### src/rtl/fir_xifu_mem_resp_if.sv
// fir_xifu_mem_resp_if: XIF memory request/result channel and OBI data port bundle
interface fir_xifu_mem_resp_if #(
  parameter int ID_WIDTH = 4
);
  logic                mem_valid_i;
  logic                mem_ready_o;
  logic [ID_WIDTH-1:0] mem_id_i;
  logic [31:0]         mem_addr_i;
  logic                mem_we_i;
  logic [2:0]          mem_size_i;
  logic [3:0]          mem_be_i;
  logic [31:0]         mem_wdata_i;
  logic                mem_result_valid_o;
  logic [ID_WIDTH-1:0] mem_result_id_o;
  logic [31:0]         mem_result_rdata_o;
  logic                mem_result_err_o;
  logic                obi_req_o;
  logic                obi_gnt_i;
  logic [31:0]         obi_addr_o;
  logic                obi_we_o;
  logic [3:0]          obi_be_o;
  logic [31:0]         obi_wdata_o;
  logic                obi_rvalid_i;
  logic [31:0]         obi_rdata_i;
  logic                obi_err_i;
  modport master (
    output mem_valid_i, mem_id_i, mem_addr_i, mem_we_i, mem_size_i, mem_be_i, mem_wdata_i,
    input  mem_ready_o, mem_result_valid_o, mem_result_id_o, mem_result_rdata_o, mem_result_err_o,
    input  obi_req_o, obi_addr_o, obi_we_o, obi_be_o, obi_wdata_o,
    output obi_gnt_i, obi_rvalid_i, obi_rdata_i, obi_err_i
  );
  modport slave (
    input  mem_valid_i, mem_id_i, mem_addr_i, mem_we_i, mem_size_i, mem_be_i, mem_wdata_i,
    output mem_ready_o, mem_result_valid_o, mem_result_id_o, mem_result_rdata_o, mem_result_err_o,
    output obi_req_o, obi_addr_o, obi_we_o, obi_be_o, obi_wdata_o,
    input  obi_gnt_i, obi_rvalid_i, obi_rdata_i, obi_err_i
  );
endinterface

### src/rtl/fir_xifu_mem_resp.sv
// fir_xifu_mem_resp: XIF memory responder over OBI with in-order ID FIFO; FIR_XIFU_MEM_RESP_REG_RESULT_EN registers results
module fir_xifu_mem_resp #(
  parameter int MAX_OUTSTANDING = 2,
  parameter int ID_WIDTH        = 4
) (
  input logic                clk_i,
  input logic                rst_i,
  fir_xifu_mem_resp_if.slave bus
);
  localparam int PW = MAX_OUTSTANDING > 1 ? $clog2(MAX_OUTSTANDING) : 1;
  localparam int CW = $clog2(MAX_OUTSTANDING + 1);
  typedef struct packed {
    logic [ID_WIDTH-1:0] id;
    logic                we;
    logic                lerr;
  } entry_t;
  entry_t              fifo_q [MAX_OUTSTANDING];
  logic [PW-1:0]       rptr_q, wptr_q;
  logic [CW-1:0]       cnt_q;
  logic                legal, full, empty, open, push, pop;
  entry_t              head;
  logic                res_valid, res_err;
  logic [ID_WIDTH-1:0] res_id;
  logic [31:0]         res_rdata;
  function automatic logic [PW-1:0] nxt(input logic [PW-1:0] p);
    return p == PW'(MAX_OUTSTANDING - 1) ? '0 : p + 1'b1;
  endfunction
  always_comb begin
    legal           = bus.mem_size_i == 3'b100 && bus.mem_addr_i[1:0] == 2'b00;
    full            = cnt_q == CW'(MAX_OUTSTANDING);
    empty           = cnt_q == '0;
    open            = bus.mem_valid_i & ~full & ~rst_i;
    bus.obi_req_o   = open & legal;
    bus.mem_ready_o = legal ? bus.obi_req_o & bus.obi_gnt_i : open;
    push            = bus.mem_ready_o;
    bus.obi_addr_o  = bus.obi_req_o ? {bus.mem_addr_i[31:2], 2'b00} : '0;
    bus.obi_we_o    = bus.obi_req_o & bus.mem_we_i;
    bus.obi_be_o    = bus.obi_req_o ? bus.mem_be_i : '0;
    bus.obi_wdata_o = bus.obi_req_o ? bus.mem_wdata_i : '0;
    head            = fifo_q[rptr_q];
    // local-error heads retire on their own; OBI heads wait for rvalid
    pop             = ~rst_i & ~empty & (head.lerr | bus.obi_rvalid_i);
    res_valid       = pop;
    res_id          = pop ? head.id : '0;
    res_err         = pop & (head.lerr | bus.obi_err_i);
    res_rdata       = pop & ~head.lerr & ~head.we & ~bus.obi_err_i ? bus.obi_rdata_i : '0;
  end
  always_ff @(posedge clk_i) begin
    if (rst_i) begin
      rptr_q <= '0;
      wptr_q <= '0;
      cnt_q  <= '0;
    end else begin
      if (push) begin
        fifo_q[wptr_q] <= {bus.mem_id_i, bus.mem_we_i, ~legal};
        wptr_q         <= nxt(wptr_q);
      end
      if (pop) rptr_q <= nxt(rptr_q);
      cnt_q <= cnt_q + CW'(push) - CW'(pop);
    end
  end
`ifdef FIR_XIFU_MEM_RESP_REG_RESULT_EN
  always_ff @(posedge clk_i) begin
    if (rst_i) begin
      bus.mem_result_valid_o <= 1'b0;
      bus.mem_result_id_o    <= '0;
      bus.mem_result_rdata_o <= '0;
      bus.mem_result_err_o   <= 1'b0;
    end else begin
      bus.mem_result_valid_o <= res_valid;
      bus.mem_result_id_o    <= res_id;
      bus.mem_result_rdata_o <= res_rdata;
      bus.mem_result_err_o   <= res_err;
    end
  end
`else
  assign bus.mem_result_valid_o = res_valid;
  assign bus.mem_result_id_o    = res_id;
  assign bus.mem_result_rdata_o = res_rdata;
  assign bus.mem_result_err_o   = res_err;
`endif
  a_rvalid_legal: assert property (@(posedge clk_i) disable iff (rst_i)
    bus.obi_rvalid_i |-> (~empty & ~head.lerr));
endmodule

### src/flat_wrapper.sv
// flat-port wrapper written by rule: the top's interface ports become plain ports
module fir_xifu_mem_resp_flat 
#(
  parameter int MAX_OUTSTANDING = 2,
  parameter int ID_WIDTH        = 4
)
  (clk_i, rst_i, bus_mem_valid_i, bus_mem_id_i, bus_mem_addr_i, bus_mem_we_i, bus_mem_size_i, bus_mem_be_i, bus_mem_wdata_i, bus_mem_ready_o, bus_mem_result_valid_o, bus_mem_result_id_o, bus_mem_result_rdata_o, bus_mem_result_err_o, bus_obi_req_o, bus_obi_addr_o, bus_obi_we_o, bus_obi_be_o, bus_obi_wdata_o, bus_obi_gnt_i, bus_obi_rvalid_i, bus_obi_rdata_i, bus_obi_err_i);
  fir_xifu_mem_resp_if #(.ID_WIDTH(ID_WIDTH)) bus_i ();
  input logic clk_i;
  input logic rst_i;
  input wire logic [$bits(bus_i.mem_valid_i)-1:0] bus_mem_valid_i;
  input wire logic [$bits(bus_i.mem_id_i)-1:0] bus_mem_id_i;
  input wire logic [$bits(bus_i.mem_addr_i)-1:0] bus_mem_addr_i;
  input wire logic [$bits(bus_i.mem_we_i)-1:0] bus_mem_we_i;
  input wire logic [$bits(bus_i.mem_size_i)-1:0] bus_mem_size_i;
  input wire logic [$bits(bus_i.mem_be_i)-1:0] bus_mem_be_i;
  input wire logic [$bits(bus_i.mem_wdata_i)-1:0] bus_mem_wdata_i;
  output wire logic [$bits(bus_i.mem_ready_o)-1:0] bus_mem_ready_o;
  output wire logic [$bits(bus_i.mem_result_valid_o)-1:0] bus_mem_result_valid_o;
  output wire logic [$bits(bus_i.mem_result_id_o)-1:0] bus_mem_result_id_o;
  output wire logic [$bits(bus_i.mem_result_rdata_o)-1:0] bus_mem_result_rdata_o;
  output wire logic [$bits(bus_i.mem_result_err_o)-1:0] bus_mem_result_err_o;
  output wire logic [$bits(bus_i.obi_req_o)-1:0] bus_obi_req_o;
  output wire logic [$bits(bus_i.obi_addr_o)-1:0] bus_obi_addr_o;
  output wire logic [$bits(bus_i.obi_we_o)-1:0] bus_obi_we_o;
  output wire logic [$bits(bus_i.obi_be_o)-1:0] bus_obi_be_o;
  output wire logic [$bits(bus_i.obi_wdata_o)-1:0] bus_obi_wdata_o;
  input wire logic [$bits(bus_i.obi_gnt_i)-1:0] bus_obi_gnt_i;
  input wire logic [$bits(bus_i.obi_rvalid_i)-1:0] bus_obi_rvalid_i;
  input wire logic [$bits(bus_i.obi_rdata_i)-1:0] bus_obi_rdata_i;
  input wire logic [$bits(bus_i.obi_err_i)-1:0] bus_obi_err_i;
  assign bus_i.mem_valid_i = bus_mem_valid_i;
  assign bus_i.mem_id_i = bus_mem_id_i;
  assign bus_i.mem_addr_i = bus_mem_addr_i;
  assign bus_i.mem_we_i = bus_mem_we_i;
  assign bus_i.mem_size_i = bus_mem_size_i;
  assign bus_i.mem_be_i = bus_mem_be_i;
  assign bus_i.mem_wdata_i = bus_mem_wdata_i;
  assign bus_mem_ready_o = bus_i.mem_ready_o;
  assign bus_mem_result_valid_o = bus_i.mem_result_valid_o;
  assign bus_mem_result_id_o = bus_i.mem_result_id_o;
  assign bus_mem_result_rdata_o = bus_i.mem_result_rdata_o;
  assign bus_mem_result_err_o = bus_i.mem_result_err_o;
  assign bus_obi_req_o = bus_i.obi_req_o;
  assign bus_obi_addr_o = bus_i.obi_addr_o;
  assign bus_obi_we_o = bus_i.obi_we_o;
  assign bus_obi_be_o = bus_i.obi_be_o;
  assign bus_obi_wdata_o = bus_i.obi_wdata_o;
  assign bus_i.obi_gnt_i = bus_obi_gnt_i;
  assign bus_i.obi_rvalid_i = bus_obi_rvalid_i;
  assign bus_i.obi_rdata_i = bus_obi_rdata_i;
  assign bus_i.obi_err_i = bus_obi_err_i;
  fir_xifu_mem_resp #(.MAX_OUTSTANDING(MAX_OUTSTANDING), .ID_WIDTH(ID_WIDTH)) u_core (.clk_i(clk_i), .rst_i(rst_i), .bus(bus_i));
endmodule
### config.mk
export PLATFORM = sky130hd
export DESIGN_NAME = fir_xifu_mem_resp_flat
export DESIGN_NICKNAME = d
export VERILOG_FILES = /design/src/rtl/fir_xifu_mem_resp_if.sv /design/src/rtl/fir_xifu_mem_resp.sv /design/src/flat_wrapper.sv
export SDC_FILE = /design/constraint.sdc
export NUM_CORES = 1
export LEC_CHECK = 0
export BUFFER_PORTS_ARGS = -buffer_cell sky130_fd_sc_hd__clkbuf_2
export CELL_PAD_IN_SITES_DETAIL_PLACEMENT = 1
export CELL_PAD_IN_SITES_GLOBAL_PLACEMENT = 2
export CORE_ASPECT_RATIO = 1.1
export CORE_MARGIN = 4
export CORE_UTILIZATION = 14
export CTS_CLUSTER_DIAMETER = 50
export DETAILED_ROUTE_END_ITERATION = 16
export HOLD_SLACK_MARGIN = 0.03
export PLACE_DENSITY_LB_ADDON = 0.1
export SLEW_MARGIN = 30
export SYNTH_ARGS = -nofsm -noshare
export SYNTH_HDL_FRONTEND = slang
export SYNTH_SLANG_ARGS = --single-unit
### constraint.sdc
create_clock -name clk_i -period 3.6 [get_ports clk_i]
set_input_delay 0.18 -clock clk_i [delete_from_list [all_inputs] [get_ports clk_i]]
set_output_delay 0.18 -clock clk_i [all_outputs]
set_load 0.005 [all_outputs]
==> impl_metrics.prom, run 1 <==
# TYPE chip_impl_metric gauge
chip_impl_metric{name="grt_max_degree",unit=""} 40
chip_impl_metric{name="insertedDiodeCount",unit=""} 0
chip_impl_metric{name="drive_gt1_frac",unit=""} 0.593
chip_impl_metric{name="areaGrowthSynthToFinish",unit="%"} 83.6
chip_impl_metric{name="max_slew_margin",unit=""} 0.463
chip_impl_metric{name="dieArea",unit="um2"} 12500
chip_impl_metric{name="fmax",unit="MHz"} 406
chip_impl_metric{name="placement_rows",unit=""} 39
chip_impl_metric{name="finalSetupTns",unit="ns"} 0
chip_impl_metric{name="share_of_synthesized_registers_carrying_an_async_set_or_reset",unit=""} 0
chip_impl_metric{name="yosysWarnings",unit=""} 0
chip_impl_metric{name="wirelength",unit="um"} 7050
chip_impl_metric{name="htree_num_levels",unit=""} 1
chip_impl_metric{name="ioPinCount",unit=""} 223
chip_impl_metric{name="number_of_antenna_violations_at_the_first_check_in_global_routing",unit=""} 0
chip_impl_metric{name="yosysUniqueCellTypes",unit=""} 28
chip_impl_info{name="synth.top_cells.by_area",value="and2_1, edfxtp_1, dfxtp_1"} 1
chip_impl_metric{name="dp_hpwl",unit="um"} 6480
chip_impl_metric{name="cts_post_setup_buffers_inserted",unit=""} 0
chip_impl_metric{name="drt-pass1-iter-count",unit=""} 2
chip_impl_metric{name="timing.reg2reg.setup_slack",unit="ns"} 1.54
chip_impl_metric{name="post-route-drc-count",unit=""} 0
chip_impl_metric{name="routedWlPerCell",unit="um"} 13.3
chip_impl_info{name="critical_path_class",value="flip-flop to primary output"} 1
chip_impl_metric{name="static-leakage-power",unit="nW"} 1.60
chip_impl_metric{name="final_min_period",unit="ns"} 2.47
chip_impl_metric{name="die_width",unit="um"} 107
chip_impl_info{name="hold_path.class",value="primary input to flip-flop"} 1
chip_impl_info{name="cts_root_buf",value="clkbuf_16"} 1
chip_impl_metric{name="max-cap-violations",unit=""} 0
chip_impl_info{name="r2r-end",value="u_core.cnt_q[1]$_SDFF_PP0_"} 1
chip_impl_info{name="endpoint",value="bus_mem_result_rdata_o[25]"} 1
chip_impl_metric{name="synth_register_bits",unit=""} 17
chip_impl_metric{name="setup_viol",unit=""} 0
chip_impl_metric{name="clock_sink_total",unit=""} 17
chip_impl_metric{name="fp.dieH",unit="um"} 117
chip_impl_metric{name="p_per_area",unit="nW/um2"} 260
chip_impl_metric{name="drv_slew",unit=""} 0
chip_impl_metric{name="finalWeightedCongestion",unit=""} 0.751
chip_impl_metric{name="cp.arrival",unit="ns"} 2.29
chip_impl_info{name="post-synth-top-count-cell",value="and2_1"} 1
chip_impl_metric{name="finalCritPeriodShare",unit=""} 0.685
chip_impl_metric{name="grt_pass1_vias",unit=""} 2054
chip_impl_info{name="status",value="finished, final reports clean"} 1
chip_impl_info{name="synth.largest_area_cell",value="and2_1"} 1
chip_impl_metric{name="cp.required",unit="ns"} 3.42
chip_impl_metric{name="port-buffer-count",unit=""} 220
chip_impl_metric{name="grt_usage",unit=""} 0.104
chip_impl_info{name="worst_setup_path_end_kind",value="primary output"} 1
chip_impl_metric{name="dr.first_iter.drc_count",unit=""} 39
chip_impl_info{name="synthFlopType",value="edfxtp_1"} 1
chip_impl_metric{name="syn_inst",unit=""} 174
chip_impl_metric{name="finalHoldWorstSlack",unit="ns"} 0.128
chip_impl_metric{name="initial_utilization",unit=""} 0.144
chip_impl_metric{name="area_of_the_placeable_core",unit="um2"} 10400
chip_impl_metric{name="clock_transition_time_at_the_flip_flop_clock_pins_of_the_worst_setup_and_hold_paths",unit="ns"} 0.05
chip_impl_metric{name="final.setup_skew",unit="ns"} 0.00320
chip_impl_metric{name="worst-r2r-cell-count",unit=""} 7
chip_impl_metric{name="detail-route-antenna-nets",unit=""} 0
chip_impl_info{name="crit_path_start_kind",value="flip-flop"} 1
chip_impl_metric{name="final_net_count",unit=""} 502
chip_impl_metric{name="grt-ovfl-total",unit=""} 0
chip_impl_metric{name="via_per_inst",unit=""} 3.68
chip_impl_metric{name="clockBufferDepth",unit=""} 2
chip_impl_metric{name="post-layout-total-power",unit="uW"} 720
chip_impl_metric{name="post_cts_hold_fix_bufs",unit=""} 0
chip_impl_metric{name="clk-insertion-delay-late",unit="ns"} 0.25
chip_impl_metric{name="tightestPinTransition",unit="ns"} 0.803
chip_impl_metric{name="seq_area_frac_synth",unit=""} 0.305
chip_impl_metric{name="mappedNetlistArea",unit="um2"} 1510
chip_impl_metric{name="global_route_wire_length_before_repair",unit="um"} 10400
chip_impl_metric{name="irDropWorstVdd",unit="uV"} 142
chip_impl_metric{name="finalHoldViolCount",unit=""} 0
chip_impl_metric{name="crit_path_max_fanout",unit=""} 32
chip_impl_info{name="clock_tree_from_tritoncts",value="done"} 1
chip_impl_metric{name="avgSynthCellArea",unit="um2"} 8.66
chip_impl_info{name="synth_commonest_cells",value="and2_1, edfxtp_1, nor2_1"} 1
chip_impl_metric{name="cts_made_buffers",unit=""} 3
chip_impl_metric{name="via_count",unit=""} 1946
chip_impl_info{name="setup_repair_after_global_routing_missed_its_margin",value="no"} 1
chip_impl_metric{name="cts_repair_resize_count",unit=""} 0
chip_impl_metric{name="synth_top_area_share",unit=""} 0.415
chip_impl_metric{name="synth_enable_flop_cells",unit=""} 12
## layout by cell type (no fill, tap or decap), types with 2 or more instances in the layout
master	count
clkbuf_16	3
a21oi_1	3
conb_1	2
nand3_1	2
dfxtp_1	5
nand2b_1	2
inv_1	3
mux2i_1	5
and3_1	2
o21ai_0	3
and2_1	100
nor2_1	9
nand2_1	2
clkbuf_2	220
edfxtp_1	12
## stage by stage
step | setup slack (ns) | cells | area (um2) | utilization
finish | 1.13 | 529 | 2770 | 0.265
global route | 0.840 | 529 | 2770 | 0.265
CTS | 1.07 | 529 | 2770 | 0.265
detailed placement | 1.33 | 525 | 2690 | 0.257
global placement | 1.29 | 525 | 2690 | 0.257
floorplan | 1.80 | 175 | 1510 | -
## routing by layer
layer,share of wire,vias to the layer above,track usage
li1,-,963,-
met1,0.31,843,0.0985
met2,0.52,136,0.200
met3,0.15,4,0.0543
met4,0.0084,0,0.0230
met5,0,-,0
## cell type report
cell class	instances	area (um2)
clock buffers	4	78.8
fillers	1347	7670
inverters	3	11.3
multi-input cells	141	930
flip-flops and latches	17	460
well taps	143	179
repair buffers	221	1110
## state kept, by name (all words and copies together), names as in the netlist, named ones only
register / flops
u_core.fifo_q: 12
u_core.rptr_q: 1
u_core.cnt_q: 2
u_core.wptr_q: 1
## cells by family after synthesis
family | synth area share
adder cells (fa/ha/maj) | 0.00830
XOR/XNOR | 0.0116
other | 0.00249
multiplexers | 0.0432
AO/OA/AOI/OAI | 0.0373
buffers and inverters | 0.0805
AND/OR/NAND/NOR | 0.511
flip-flops | 0.305
## how the worst min path moves through the flow
| stage | cells after the start | startpoint | endpoint | slack (ns) |
|---|---|---|---|---|
| 5_1_grt | 1 | bus_mem_id_i[3] | u_core.fifo_q[1][5]$_DFFE_PP_ | 0.13 |
| 2_1_floorplan | 1 | rst_i | u_core.wptr_q$_SDFFE_PP0P_ | 0.25 |
| 4_1_cts | 1 | bus_mem_id_i[1] | u_core.fifo_q[0][3]$_DFFE_PP_ | 0.13 |
| 6_report | 1 | bus_mem_id_i[1] | u_core.fifo_q[0][3]$_DFFE_PP_ | 0.13 |
| 3_5_place_dp | 1 | bus_mem_id_i[1] | u_core.fifo_q[0][3]$_DFFE_PP_ | 0.38 |
| 3_3_place_gp | 1 | bus_mem_id_i[1] | u_core.fifo_q[0][3]$_DFFE_PP_ | 0.37 |
## where the power goes
part           total (mW)  switching [mW]  internal (mW)  leakage, nW
Combinational       0.221          0.0956          0.125         1.41
Clock               0.220          0.0697          0.150       0.0382
Sequential          0.279          0.0370          0.242        0.149
Total               0.720           0.202          0.518         1.60
## critical path, stage by stage, from the launching register on
cell	delay, ns
dfxtp_1	0.54
mux2_4	0.25
o221ai_4	0.19
nor3_4	0.72
and2_1	0.22
clkbuf_2	0.12
Note: power is estimated with default switching activity, not from simulation.
==> run 2: changes to the inputs <==
--- a/config.mk
+++ b/config.mk
@@ -10,7 +10,7 @@
 export CELL_PAD_IN_SITES_GLOBAL_PLACEMENT = 2
 export CORE_ASPECT_RATIO = 1.1
 export CORE_MARGIN = 4
-export CORE_UTILIZATION = 14
+export CORE_UTILIZATION = 13
 export CTS_CLUSTER_DIAMETER = 50
 export DETAILED_ROUTE_END_ITERATION = 16
 export HOLD_SLACK_MARGIN = 0.03
==> constraint.sdc (replaced) <==
create_clock -name clk_i -period 2.4 [get_ports clk_i]
set_input_delay 0.12 -clock clk_i [delete_from_list [all_inputs] [get_ports clk_i]]
set_output_delay 0.12 -clock clk_i [all_outputs]
set_load 0.005 [all_outputs]
==> run 2 against run 1 <==
Sequential power increased by 50%. Routed wire length is 3.2% higher. Worst hold slack worse by 0.061 ns. Clock power is 49% higher. Cell area up 1.5%. Critical path type unchanged. Critical endpoint is now bus_mem_result_rdata_o[7]. Largest cell class unchanged. Largest power group unchanged.
==> impl_metrics.prom, run 2 (synthesized netlist as in run 1, its figures left out) <==
# TYPE chip_impl_metric gauge
chip_impl_metric{name="drt-pass1-iter-count",unit=""} 3
chip_impl_metric{name="power.switching_fraction",unit=""} 0.290
chip_impl_metric{name="share_seq_of_total_power",unit=""} 0.379
chip_impl_metric{name="number_of_antenna_violations_at_the_first_check_in_global_routing",unit=""} 0
chip_impl_metric{name="irDropWorstVdd",unit="uV"} 209
chip_impl_metric{name="worst-r2r-cell-count",unit=""} 7
chip_impl_metric{name="detail-route-antenna-nets",unit=""} 0
chip_impl_metric{name="grt.met2_usage",unit=""} 0.192
chip_impl_metric{name="areaGrowthSynthToFinish",unit="%"} 86.4
chip_impl_metric{name="dpl_cell_area",unit="um2"} 2710
chip_impl_metric{name="setup_viol",unit=""} 0
chip_impl_metric{name="final.setup_skew",unit="ns"} 0.00223
chip_impl_info{name="cts_root_buf",value="clkbuf_16"} 1
chip_impl_metric{name="post-route-drc-count",unit=""} 0
chip_impl_metric{name="clock_transition_time_at_the_flip_flop_clock_pins_of_the_worst_setup_and_hold_paths",unit="ns"} 0.05
chip_impl_metric{name="global_route_wire_length_before_repair",unit="um"} 11200
chip_impl_metric{name="pre_cts_ws",unit="ns"} 0.256
chip_impl_info{name="clock_tree_from_tritoncts",value="done"} 1
chip_impl_info{name="whs_endpoint",value="u_core.fifo_q[0][5]$_DFFE_PP_"} 1
chip_impl_info{name="critPathSlowestCell",value="dfxtp_1"} 1
chip_impl_metric{name="grt-ovfl-total",unit=""} 0
chip_impl_metric{name="clk-insertion-delay-late",unit="ns"} 0.25
chip_impl_metric{name="cts_made_buffers",unit=""} 3
chip_impl_metric{name="combPwrFrac",unit=""} 0.324
chip_impl_metric{name="crit_path_max_fanout",unit=""} 16
chip_impl_info{name="r2r-end",value="u_core.cnt_q[1]$_SDFF_PP0_"} 1
chip_impl_metric{name="dr.first_iter.drc_count",unit=""} 18
chip_impl_metric{name="largest_register_ff_count",unit=""} 12
chip_impl_metric{name="max-cap-violations",unit=""} 0
chip_impl_metric{name="finalSetupTns",unit="ns"} 0
chip_impl_metric{name="port-buffer-count",unit=""} 220
chip_impl_metric{name="dp_hpwl",unit="um"} 6400
chip_impl_metric{name="final_net_count",unit=""} 504
chip_impl_metric{name="fmax",unit="MHz"} 465
chip_impl_metric{name="grt_max_degree",unit=""} 69
chip_impl_info{name="layout_common_cells",value="clkbuf_2, and2_1, edfxtp_1"} 1
chip_impl_metric{name="finalInstanceArea",unit="um2"} 2810
chip_impl_metric{name="postLayoutSetupSlackWorst",unit="ns"} 0.252
chip_impl_metric{name="insertedDiodeCount",unit=""} 0
chip_impl_metric{name="seqCellArea",unit="um2"} 460
chip_impl_info{name="max_flop_register",value="u_core.fifo_q"} 1
chip_impl_metric{name="drv_slew",unit=""} 0
chip_impl_info{name="reg_top3",value="u_core.fifo_q x12, u_core.cnt_q x2"} 1
chip_impl_metric{name="finalHoldViolCount",unit=""} 0
chip_impl_metric{name="clock_power_share",unit=""} 0.297
chip_impl_metric{name="clockBufferDepth",unit=""} 2
chip_impl_metric{name="finalCritPeriodShare",unit=""} 0.895
chip_impl_info{name="hold_path.class",value="primary input to flip-flop"} 1
chip_impl_info{name="worst_setup_path_end_kind",value="primary output"} 1
chip_impl_metric{name="grt_pass1_vias",unit=""} 2140
chip_impl_metric{name="finalWeightedCongestion",unit=""} 0.779
chip_impl_metric{name="power.net_switching",unit="uW"} 320
chip_impl_metric{name="grt_util_met1",unit=""} 0.103
chip_impl_metric{name="multi_input_comb_area",unit="um2"} 946
chip_impl_metric{name="max_slew_margin",unit=""} 0.623
chip_impl_metric{name="area_of_the_placeable_core",unit="um2"} 11100
chip_impl_metric{name="wirelength",unit="um"} 7280
chip_impl_metric{name="final_min_period",unit="ns"} 2.15
chip_impl_metric{name="ioPinCount",unit=""} 223
chip_impl_metric{name="die_width",unit="um"} 111
chip_impl_metric{name="gr-usage-met3",unit=""} 0.0454
chip_impl_info{name="mostFrequentLayoutCell",value="clkbuf_2"} 1
chip_impl_metric{name="post-route-util",unit=""} 0.253
chip_impl_metric{name="cp.arrival",unit="ns"} 2.03
chip_impl_metric{name="cts_post_setup_buffers_inserted",unit=""} 0
chip_impl_metric{name="htree_num_levels",unit=""} 1
chip_impl_info{name="critical_path.cell_chain",value="mux2_4, o221ai_4, nor3_4, and2_1, clkbuf_2"} 1
chip_impl_info{name="critical_path_class",value="flip-flop to primary output"} 1
chip_impl_metric{name="routedWlPerCell",unit="um"} 13.6
chip_impl_metric{name="dieArea",unit="um2"} 13400
chip_impl_info{name="crit_path_start_kind",value="flip-flop"} 1
chip_impl_metric{name="placement_rows",unit=""} 40
chip_impl_info{name="worstHoldStart",value="bus_mem_id_i[3]"} 1
chip_impl_metric{name="via_per_inst",unit=""} 3.67
chip_impl_metric{name="grt_usage",unit=""} 0.103
chip_impl_info{name="setup_repair_after_global_routing_missed_its_margin",value="no"} 1
chip_impl_metric{name="initial_utilization",unit=""} 0.136
chip_impl_metric{name="fp.dieH",unit="um"} 121
chip_impl_metric{name="timing.reg2reg.setup_slack",unit="ns"} 0.38
chip_impl_metric{name="p_per_area",unit="nW/um2"} 392
chip_impl_metric{name="holdPathStages",unit=""} 1
chip_impl_metric{name="worst_path_largest_cell_delay",unit="ns"} 0.53
chip_impl_metric{name="count_of_fill_cells_added_during_filler_insertion",unit=""} 1407
chip_impl_metric{name="static-leakage-power",unit="nW"} 1.61
chip_impl_metric{name="clock_sink_total",unit=""} 17
chip_impl_metric{name="post-layout-total-power",unit="mW"} 1.10
chip_impl_metric{name="via_count",unit=""} 1966
chip_impl_metric{name="cp.required",unit="ns"} 2.28
chip_impl_metric{name="drive_gt1_frac",unit=""} 0.598
chip_impl_metric{name="cellInternalPower",unit="uW"} 783
chip_impl_info{name="status",value="finished, final reports clean"} 1
chip_impl_metric{name="tightestPinTransition",unit="ns"} 0.566
chip_impl_info{name="gr_peak_layer",value="met2"} 1
run 2: cell count changes in the layout (fill, tap and decap cells not counted), sizes merged:
cell | previous run | this run
buf | 1 | 2
clkbuf | 224 | 223
clkinv | 0 | 1
nor3 | 2 | 3
run 2: how the worst max path moves through the flow:
stage / slack [ns] / start / endpoint / cells past startpoint
2_1_floorplan: 0.60 / flip-flop / u_core.cnt_q[1]$_SDFF_PP0_ / 9
3_3_place_gp: 0.33 / flip-flop / bus_mem_result_rdata_o[8] / 5
3_5_place_dp: 0.26 / flip-flop / bus_mem_result_rdata_o[0] / 5
4_1_cts: 0.01 / flip-flop / bus_mem_result_rdata_o[13] / 5
5_1_grt: 0.006 / flip-flop / bus_mem_result_rdata_o[30] / 5
6_report: 0.25 / flip-flop / bus_mem_result_rdata_o[7] / 5
run 2: area by class of cell:
class,count,share of cell area
multi-input combinational,142,0.337
clock inverter,1,0.00178
clock buffer,3,0.0267
timing repair buffer,222,0.402
sequential,17,0.164
inverter,3,0.00401
tap,147,0.0654
run 2: what timing repair did:
item                                    CTS  global route
hold buffers                              0             0
gates resized for setup                   0             1
cloned                                    1             0
pin swaps                                 1             0
endpoints found under the setup margin   18            16
run 2: stage by stage:
step / hold slack, ns / std cells
detailed placement: 0.321 / 530
global route: 0.0688 / 535
global placement: 0.313 / 530
finish: 0.0669 / 535
CTS: 0.0644 / 535
floorplan: 0.189 / 175
run 2: worst max-delay path, delay by kind of cell (launching register included):
| kind | cells | cell delay (ns) |
|---|---|---|
| and+or+nand+nor | 2 | 0.71 |
| DFF | 1 | 0.53 |
| muxes | 1 | 0.25 |
| AOI/OAI and AO/OA | 1 | 0.18 |
| buffers and inverters | 1 | 0.11 |
run 2: per-layer routing:
layer,vias to the layer above,part of all wire
met2,137,0.52
met1,855,0.34
met3,4,0.13
met5,-,0
li1,970,-
met4,0,0.011
run 2: power by group through the flow:
stage	Clock (mW)	Combinational [mW]	Sequential [mW]
global route	0.358	0.408	0.429
finish	0.328	0.357	0.418
floorplan	0	0.228	0.395
detailed placement	0	0.356	0.424
global placement	0	0.349	0.423
CTS	0.339	0.368	0.420
